File: src/rtl/uart_pkg.sv
// Shared constants for the UART transmit path: arbiter defaults, FSM encoding
// and the clock/baud pair used by async_transmitter.
package uart_pkg;

  localparam int unsigned DEF_NUM_REQ      = 4;
  localparam int unsigned DEF_HOLD_TIMEOUT = 20000;
  localparam int unsigned DEF_BUSY_WAIT    = 8;

  localparam int unsigned CLK_HZ = 10000000;
  localparam int unsigned BAUD   = 230400;

  localparam int unsigned STATE_W = 3;
  typedef logic [STATE_W-1:0] arbState_t;

  localparam logic [STATE_W-1:0] ST_IDLE      = 3'd0;
  localparam logic [STATE_W-1:0] ST_LOAD      = 3'd1;
  localparam logic [STATE_W-1:0] ST_WAIT_BUSY = 3'd2;
  localparam logic [STATE_W-1:0] ST_WAIT_DONE = 3'd3;
  localparam logic [STATE_W-1:0] ST_HOLD      = 3'd4;

endpackage

File: src/rtl/uart_tx_arbiter_rr_pick.sv
// Combinational round-robin selector: first set request searching upward
// from lastGrant+1, wrapping at NUM_REQ-1.
module rr_pick #(
  parameter  int unsigned NUM_REQ = 4,
  localparam int unsigned IDX_W   = (NUM_REQ > 1) ? $clog2(NUM_REQ) : 1
) (
  input  logic [NUM_REQ-1:0] reqVec,
  input  logic [IDX_W-1:0]   lastGrant,
  output logic               pickValid_c,
  output logic [IDX_W-1:0]   pickIdx_c
);

  logic [IDX_W-1:0] cand;

  // Walk from the farthest candidate to the nearest so the nearest hit wins.
  always_comb begin
    pickValid_c = 1'b0;
    pickIdx_c   = '0;
    cand        = '0;
    for (int unsigned k = NUM_REQ; k != 0; k--) begin
      cand = IDX_W'((32'(lastGrant) + 32'(k)) % NUM_REQ);
      if (reqVec[cand]) begin
        pickValid_c = 1'b1;
        pickIdx_c   = cand;
      end
    end
  end

endmodule

File: src/rtl/uart_tx_arbiter.sv
// Frame-atomic arbiter sharing one async_transmitter among NUM_REQ byte-stream
// requesters; forces release of an owner that stalls mid-frame.
module uart_tx_arbiter
  import uart_pkg::*;
#(
  parameter  int unsigned NUM_REQ      = DEF_NUM_REQ,
  parameter  int unsigned HOLD_TIMEOUT = DEF_HOLD_TIMEOUT,
  parameter  int unsigned BUSY_WAIT    = DEF_BUSY_WAIT,
  localparam int unsigned IDX_W        = (NUM_REQ > 1) ? $clog2(NUM_REQ) : 1
) (
  input  logic                 CLK_10MHZ,
  input  logic                 RST,
  input  logic [NUM_REQ-1:0]   req_valid,
  input  logic [8*NUM_REQ-1:0] req_data,
  input  logic [NUM_REQ-1:0]   req_last,
  output logic [NUM_REQ-1:0]   req_ready,
  output logic                 tx_start,
  output logic [7:0]           tx_data,
  input  logic                 tx_busy,
  output logic [IDX_W-1:0]     grant_id,
  output logic                 frame_active,
  output logic                 err_timeout
);

  localparam int unsigned BUSY_W = $clog2(BUSY_WAIT + 1);
  localparam int unsigned HOLD_W = $clog2(HOLD_TIMEOUT + 1);

  arbState_t          state, stateNext;
  logic [BUSY_W-1:0]  busyCnt, busyCntNext;
  logic [HOLD_W-1:0]  holdCnt, holdCntNext;
  logic               lastByte, lastByteNext;
  logic [IDX_W-1:0]   grantNext, loadIdx, pickIdx;
  logic               pickValid, goLoad;
  logic               frameNext, timeoutNext, startNext;
  logic [NUM_REQ-1:0] readyNext;
  logic [7:0]         dataNext;

  rr_pick #(.NUM_REQ(NUM_REQ)) uPick (
    .reqVec      (req_valid),
    .lastGrant   (grant_id),
    .pickValid_c (pickValid),
    .pickIdx_c   (pickIdx)
  );

  // Next state; start/ready/data are precomputed so they are registered
  // on entry to LOAD and tx_data is already stable under the start pulse.
  always_comb begin
    stateNext    = state;
    busyCntNext  = busyCnt;
    holdCntNext  = holdCnt;
    lastByteNext = lastByte;
    grantNext    = grant_id;
    frameNext    = frame_active;
    timeoutNext  = 1'b0;
    startNext    = 1'b0;
    readyNext    = '0;
    dataNext     = tx_data;
    loadIdx      = grant_id;
    goLoad       = 1'b0;

    case (state)
      // Idle also waits for tx_busy low so a byte still on the line is never overrun.
      ST_IDLE: begin
        if (pickValid && !tx_busy) begin
          loadIdx   = pickIdx;
          grantNext = pickIdx;
          frameNext = 1'b1;
          goLoad    = 1'b1;
        end
      end
      ST_LOAD: begin
        stateNext   = ST_WAIT_BUSY;
        busyCntNext = '0;
      end
      ST_WAIT_BUSY: begin
        if (tx_busy || busyCnt == BUSY_W'(BUSY_WAIT - 1)) begin
          stateNext = ST_WAIT_DONE;
        end else if (busyCnt != BUSY_W'(BUSY_WAIT)) begin
          busyCntNext = busyCnt + BUSY_W'(1);
        end
      end
      ST_WAIT_DONE: begin
        if (!tx_busy) begin
          if (lastByte) begin
            frameNext = 1'b0;
            stateNext = ST_IDLE;
          end else if (req_valid[grant_id]) begin
            goLoad = 1'b1;
          end else begin
            stateNext   = ST_HOLD;
            holdCntNext = '0;
          end
        end
      end
      ST_HOLD: begin
        if (req_valid[grant_id]) begin
          goLoad      = 1'b1;
          holdCntNext = '0;
        end else if (holdCnt == HOLD_W'(HOLD_TIMEOUT - 1)) begin
          timeoutNext = 1'b1;
          frameNext   = 1'b0;
          stateNext   = ST_IDLE;
        end else if (holdCnt != HOLD_W'(HOLD_TIMEOUT)) begin
          holdCntNext = holdCnt + HOLD_W'(1);
        end
      end
      default: stateNext = ST_IDLE;
    endcase

    if (goLoad) begin
      stateNext          = ST_LOAD;
      startNext          = 1'b1;
      readyNext[loadIdx] = 1'b1;
      dataNext           = req_data[{loadIdx, 3'b000} +: 8];
      lastByteNext       = req_last[loadIdx];
    end
  end

  always_ff @(posedge CLK_10MHZ or posedge RST) begin
    if (RST) begin
      state        <= ST_IDLE;
      busyCnt      <= '0;
      holdCnt      <= '0;
      lastByte     <= 1'b0;
      grant_id     <= IDX_W'(NUM_REQ - 1);
      frame_active <= 1'b0;
      err_timeout  <= 1'b0;
      tx_start     <= 1'b0;
      req_ready    <= '0;
      tx_data      <= 8'h00;
    end else begin
      state        <= stateNext;
      busyCnt      <= busyCntNext;
      holdCnt      <= holdCntNext;
      lastByte     <= lastByteNext;
      grant_id     <= grantNext;
      frame_active <= frameNext;
      err_timeout  <= timeoutNext;
      tx_start     <= startNext;
      req_ready    <= readyNext;
      tx_data      <= dataNext;
    end
  end

endmodule

File: config.mk
export PLATFORM = sky130hd
export DESIGN_NAME = uart_tx_arbiter
export DESIGN_NICKNAME = d
export VERILOG_FILES = /design/src/rtl/uart_pkg.sv /design/src/rtl/uart_tx_arbiter_rr_pick.sv /design/src/rtl/uart_tx_arbiter.sv
export SDC_FILE = /design/constraint.sdc
export NUM_CORES = 1
export LEC_CHECK = 0
export CAP_MARGIN = 30
export CORE_ASPECT_RATIO = 1.2
export CORE_MARGIN = 5
export CORE_UTILIZATION = 28
export CTS_CLUSTER_SIZE = 40
export DETAILED_ROUTE_END_ITERATION = 16
export GPL_ROUTABILITY_DRIVEN = 0
export PLACE_DENSITY = 0.53
export SETUP_SLACK_MARGIN = 0.02
export SLEW_MARGIN = 10
export SYNTH_ARGS = -nofsm -noshare
export SYNTH_HDL_FRONTEND = slang
export SYNTH_HIERARCHICAL = 1
export SYNTH_SLANG_ARGS = --single-unit
File: constraint.sdc
create_clock -name CLK_10MHZ -period 4.7 [get_ports CLK_10MHZ]
set_input_delay 0.47 -clock CLK_10MHZ [delete_from_list [all_inputs] [get_ports CLK_10MHZ]]
set_output_delay 0.47 -clock CLK_10MHZ [all_outputs]
set_load 0.03 [all_outputs]
==> results of run 1 <==
==> final cells by class <==
cell class | count | area, um^2 | area share [%]
clock buffer | 7 | 96.3 | 3.03
clock inverter | 1 | 30.0 | 0.944
inverter | 21 | 78.8 | 2.48
multi-input combinational | 180 | 1220 | 38.2
sequential | 40 | 1000 | 31.5
tap | 114 | 143 | 4.48
timing repair buffer | 62 | 613 | 19.3
==> final timing paths <==
path                             start          end  slack (ps)  cells past startpoint
hold reg to reg            holdCnt[10]  holdCnt[10]         500                      1
setup reg to reg              state[2]     lastByte        2190                      5
setup / recovery               tx_busy     lastByte        2050                      6
hold / removal             holdCnt[10]  holdCnt[10]         500                      1
max in group asynchronous          RST  grant_id[0]        3730                      3
min in group asynchronous          RST   tx_data[6]         600                      3
==> worst register-to-register path: stages, from the launching register on <==
cell and delay, ps:
sky130_fd_sc_hd__dfrtp_1 520, sky130_fd_sc_hd__nor2_2 220, sky130_fd_sc_hd__and3_1 330, sky130_fd_sc_hd__mux2i_4 820, sky130_fd_sc_hd__mux2i_1 180, sky130_fd_sc_hd__a222oi_1 330
==> metal layers <==
metal | global-route usage (%) | vias up
met5 | 0 | -
met1 | 14.3 | 1014
met2 | 19.6 | 55
li1 | - | 1036
met3 | 3.39 | 6
met4 | 4.53 | 0
==> cells in the final DEF, fill, tap and decap left out, types with 9 or more instances in the layout <==
master / synthesis / final
sky130_fd_sc_hd__a21oi_1: 14 / 14
sky130_fd_sc_hd__a222oi_1: 9 / 9
sky130_fd_sc_hd__inv_1: 21 / 21
sky130_fd_sc_hd__o21ai_0: 13 / 13
sky130_fd_sc_hd__clkdlybuf4s50_1: 0 / 59
sky130_fd_sc_hd__nand2_1: 19 / 19
sky130_fd_sc_hd__mux2i_1: 22 / 22
sky130_fd_sc_hd__o21ai_1: 10 / 10
sky130_fd_sc_hd__dfrtp_1: 38 / 38
sky130_fd_sc_hd__nor2_1: 19 / 19
==> report_power, final <==
| group | total [mW] | leakage (nW) | internal, mW | switching (mW) |
|---|---|---|---|---|
| clock network | 0.309 | 0.0645 | 0.187 | 0.121 |
| registers | 0.535 | 0.511 | 0.436 | 0.0992 |
| logic | 0.656 | 0.796 | 0.304 | 0.352 |
==> state kept, by name, summed over array words and instances (netlist names) <==
signal	count
holdCnt	15
tx_data	8
busyCnt	4
req_ready	4
state	3
grant_id	2
err_timeout	1
frame_active	1
lastByte	1
tx_start	1
==> cells by family (layout without fill, tap and decap cells) <==
kind of cell / count (synthesis) / count (layout)
adder cells (fa/ha/maj): 4 / 4
multiplexers: 24 / 24
flip-flops: 40 / 40
XOR/XNOR: 1 / 1
AND/OR/NAND/NOR: 82 / 82
AO/OA/AOI/OAI: 69 / 69
buffers and inverters: 33 / 91
==> impl_metrics.ini, run 1 <==
[floorplanning]
placement_rows = 36
core_area_mm2 = 0.00820
floorplan.io_pins = 60
floorplan.initialDensity_pct = 29.0
die-height_um = 111
floorplan.die_area_mm2 = 0.0105
die-width_um = 94.2

[route]
drt.antenna.violating_nets = 0
route.met3.wl_um = 350
detail_route.vias_per_cell = 4.97
highest_routing_layer_actually_used = met4
avgRoutedWirePerCell_um = 13.7
via_count = 2111
drt_first_iter_violations = 93
drcViolationCount = 0
route.met2.wl_um = 2850
detail_route.first_pass.iterations = 4
drt_wl_total_um = 5830
detail_route.wirelength.met1_um = 2530

[logic_synthesis]
synth.cell_area_mm2 = 0.00238
postSynthRegisterBits = 40
yosysMostFrequentCell = sky130_fd_sc_hd__dfrtp_1
synth-edff-count = 0
synth.avg_cell_area_um2 = 9.41
synth_xor_xnor_area_share_pct = 0.368
total_of_warnings_raised_by_yosys = 6
post_synth_fa_ha_maj_area_fraction_pct = 2.10
synth_common_cells = sky130_fd_sc_hd__dfrtp_1 (38), sky130_fd_sc_hd__mux2i_1 (22), sky130_fd_sc_hd__inv_1 (21)
cell_count_after_synthesis = 253
number_of_nets_in_the_synthesized_netlist = 300
synth-simple-area-share_pct = 17.8
async_reset_ff_share_pct = 100
synth_flop_cell = sky130_fd_sc_hd__dfrtp_1
part_of_the_yosys_area_used_for_sequential_elements_pct = 42.2
synth_largest_type_area_fraction_pct = 40.0
main_combinational_cell_family_by_area_after_synthesis = compound AO/OA/AOI/OAI gates
multiplexer_share_of_the_synthesized_area_pct = 11.1
yosys.area.top_type = sky130_fd_sc_hd__dfrtp_1
synth-compound-area-share_pct = 19.7
yosys-top-cells-area = sky130_fd_sc_hd__dfrtp_1 (40%), sky130_fd_sc_hd__mux2i_1 (9.3%), sky130_fd_sc_hd__a222oi_1 (3.8%), sky130_fd_sc_hd__inv_1 (3.3%), sky130_fd_sc_hd__nand2_1 (3.0%)
netlist-cell-type-count = 49

[power]
power_density_mw_per_mm2 = 472
fin_total_pwr_mw = 1.50
max-vdd-ir-drop_uv = 257
p_leak_nw = 1.37

[sta]
finalHoldViolations = 0
number_of_failing_setup_endpoints_in_the_final_timing_report = 0
timing_worst_slew_pin_value_ps = 910
post-route-worst-setup-slack_ps = 2050
final_min_period_over_clock_period_pct = 56.5
max_slew_margin_pct = 38.0
fin_hold_ws_ps = 498
worst_skew_ps = 6.12
achievable-frequency_mhz = 377
layout_min_cycle_time_ps = 2650
timing_max_transition_violations_final = 0
setup-tns-final_ps = 0
rsz0062_at_grt = false

[cells_and_area]
finalNetCount = 357
layout.cell_area.non_filler_mm2 = 0.00318
n_antenna_cell = 0
finalCoreUtilization_pct = 38.8
final_layout_size_suffix_gt1_share_pct = 7.07
final_cell_count_no_fill = 425
area_delta_synth_final_pct = 33.6
num-fill-cells = 857

[clock_tree]
cts.root.buffer_cell = sky130_fd_sc_hd__clkbuf_8
worst_skew_pair.late_latency_ps = 290
tritoncts = yes
cts_htree_levels = 2
clk_pin_slew_ps = 80
cts.sink_count = 40
post_cts_resize_count = 0
cts-buffers-inserted = 5
holdBufCountCts = 0
clockBufferDepth = 2
post_cts.repair.setup_buffers = 0

[run_status]
run_status = finished, final reports clean

[worst_setup_path]
critPathMaxFanout = 21
worst-endpoint-arrival_ps = 2830
critPathLaunchType = primary input
cp.buffers_inverters = 1
cp_slowest_cell = sky130_fd_sc_hd__mux2i_4
cp_slowest_stage_delay_ps = 820
critical_path.cell_chain = clkdlybuf4s50_1 > nor2_2 > and3_1 > mux2i_4 > mux2i_1 > a222oi_1
endpoint_kind = flip-flop
critical_path.top_delay_family = multiplexers
worst_ep_required_time_ps = 4880
critical_path_start_end_classification = primary input to flip-flop

[grt]
maximum_number_of_pins_on_one_net_before_global_route_repair = 41
globalRoute.totalOverflow = 0
number_of_antenna_violations_at_the_first_check_in_global_routing = 0
global_route_wire_length_before_repair_um = 10200
grt_usage_pct = 11.8
grt_pass1_vias = 2136

[hold_path]
holdCritPathClass = flip-flop to flip-flop

[placed_design]
pre_cts_ws_ps = 1700
placed_cells = 416
dp.final_hpwl_um = 4310
port_buffers = 59
placed_area_mm2 = 0.00305

[flow_run]
cap_violations = 0
(Power assumes the default switching activity.)
==> inputs of run 2 (changes only) <==
Settings changed: PLACE_DENSITY 0.53 to 0.54.
Clock period 4.7 ns to 2.4 ns, I/O delays scaled along.
==> run 2 against run 1 <==
Effect of this change: utilization rose by 0.70 points; total power rose by 100%; cell area grew 1.8%; via count down 1.5%; routed wire length is 2.3% lower; worst setup slack got worse by 1800 ps; worst hold slack got worse by 130 ps; global-route usage is 0.47 points lower; clock power increased by 98%; critical path type is now flip-flop to flip-flop; largest power group unchanged.
==> impl_metrics.ini, run 2 (same netlist as run 1, synthesis figures left out) <==
[run_status]
run_status = finished, final reports clean

[grt]
maximum_number_of_pins_on_one_net_before_global_route_repair = 41
number_of_antenna_violations_at_the_first_check_in_global_routing = 0
global_route_wire_length_before_repair_um = 9780
globalRoute.totalOverflow = 0
grt_pass1_vias = 2033
grt_usage_pct = 11.4

[cells_and_area]
finalNetCount = 363
layout_common_cells = sky130_fd_sc_hd__clkdlybuf4s50_1 (59), sky130_fd_sc_hd__dfrtp_1 (38), sky130_fd_sc_hd__mux2i_1 (22)
area_delta_synth_final_pct = 36.1
final_cell_count_no_fill = 431
registers.top_by_ff_count = holdCnt
biggestRegsByFlops = holdCnt x15, tx_data x8
n_antenna_cell = 0
final_layout_size_suffix_gt1_share_pct = 8.83
max_ffs_per_register = 15
num-fill-cells = 860
most_common_cell_after_layout_fill_and_taps_aside = sky130_fd_sc_hd__clkdlybuf4s50_1

[worst_setup_path]
critPathMaxFanout = 7
worst_ep_required_time_ps = 2620
cp-startpoint = grant_id[0]
critical_path.top_delay_family = flip-flops
worst-endpoint-arrival_ps = 2360
cp.buffers_inverters = 0
critPathLaunchType = flip-flop
cp_slowest_stage_delay_ps = 620
critical_path_start_end_classification = flip-flop to flip-flop
endpoint_kind = flip-flop
regToRegStartpoint = grant_id[0]
critical_path.cell_chain = mux4_2 > nand2b_1 > a21oi_4 > a41oi_1 > a31oi_1
cp_slowest_cell = sky130_fd_sc_hd__dfstp_2

[sta]
timing_max_transition_violations_final = 0
achievable-frequency_mhz = 466
number_of_failing_setup_endpoints_in_the_final_timing_report = 0
rsz0062_at_grt = false
layout_min_cycle_time_ps = 2150
setup-tns-final_ps = 0
finalHoldViolations = 0
timing_worst_slew_pin_value_ps = 814
final_min_period_over_clock_period_pct = 89.4
worst_skew_ps = 3.24
max_slew_margin_pct = 45.4

[placed_design]
port_buffers = 59
placed_cells = 423
dp.final_hpwl_um = 4290

[hold_path]
holdCritPathClass = primary input to asynchronous set/reset pin

[clock_tree]
post_cts.repair.setup_buffers = 0
post_cts_resize_count = 0
cts_htree_levels = 2
cts.root.buffer_cell = sky130_fd_sc_hd__clkbuf_8
cts-buffers-inserted = 5
holdBufCountCts = 0
worst_skew_pair.late_latency_ps = 290
cts.sink_count = 40
clk_pin_slew_ps = 80
clockBufferDepth = 2
tritoncts = yes

[route]
detail_route.vias_per_cell = 4.83
drt.antenna.violating_nets = 0
avgRoutedWirePerCell_um = 13.2
drcViolationCount = 0
detail_route.first_pass.iterations = 5
drt_wl_total_um = 5700
drt_first_iter_violations = 111
via_count = 2080

[floorplanning]
placement_rows = 36
floorplan.initialDensity_pct = 29.0
die-height_um = 111
die-width_um = 94.2
core_area_mm2 = 0.00820
floorplan.io_pins = 60
floorplan.die_area_mm2 = 0.0105

[power]
max-vdd-ir-drop_uv = 481
p_leak_nw = 1.41
power_frac_seq_pct = 34.8
p_int_mw = 1.86
power_density_mw_per_mm2 = 925
power.switching_mw = 1.13
comb_power_share_pct = 44.8
fin_total_pwr_mw = 2.99
clkPwrFrac_pct = 20.4
switching_share_pct = 37.9

[flow_run]
cap_violations = 0
run 2: stage by stage:
step | utilization [%] | setup slack [ps] | cell area, um^2 | hold slack [ps]
2_1_floorplan | - | 331 | 2380 | 390
3_3_place_gp | 38.0 | 182 | 3110 | 479
3_5_place_dp | 38.0 | 155 | 3110 | 485
4_1_cts | 39.5 | 250 | 3240 | 394
5_1_grt | 39.5 | 80.6 | 3240 | 436
6_report | 39.5 | 254 | 3240 | 369
run 2: worst min-delay path: stages:
cell and delay (ps):
sky130_fd_sc_hd__clkdlybuf4s50_1 400, sky130_fd_sc_hd__inv_1 50, sky130_fd_sc_hd__buf_4 420
run 2: per-layer routing:
layer / part of all wire [%] / vias to the layer above / GRT usage, %
met4: 1.2 / 0 / 3.37
met1: 45 / 957 / 14.9
met5: 0 / - / 0
met2: 48 / 65 / 17.8
met3: 6.6 / 6 / 3.46
li1: - / 1052 / -
run 2: power groups by stage:
stage          sequential (mW)  combinational [mW]  clock [mW]
2_1_floorplan             1.20               0.753           0
3_3_place_gp              1.05                1.35           0
3_5_place_dp              1.06                1.36           0
4_1_cts                   1.04                1.36       0.627
5_1_grt                   1.08                1.47       0.659
6_report                  1.04                1.34       0.611
run 2: layout make-up:
class | count | area, um^2 | share of cell area [%]
flip-flops and latches | 40 | 1000 | 31.0
inverters | 21 | 78.8 | 2.43
clock buffers | 7 | 96.3 | 2.98
repair buffers | 68 | 671 | 20.7
multi-input cells | 180 | 1220 | 37.6
well taps | 114 | 143 | 4.40
clock inverters | 1 | 30.0 | 0.927
run 2: worst paths after layout:
check                         endpoint  slack, ps  cells past startpoint
setup / recovery            holdCnt[4]        250                      5
hold / removal              holdCnt[7]        370                      3
setup reg to reg            holdCnt[4]        250                      5
hold reg to reg            holdCnt[10]        500                      1
max in group asynchronous  grant_id[1]       1670                      3
min in group CLK_10MHZ     holdCnt[10]        500                      1
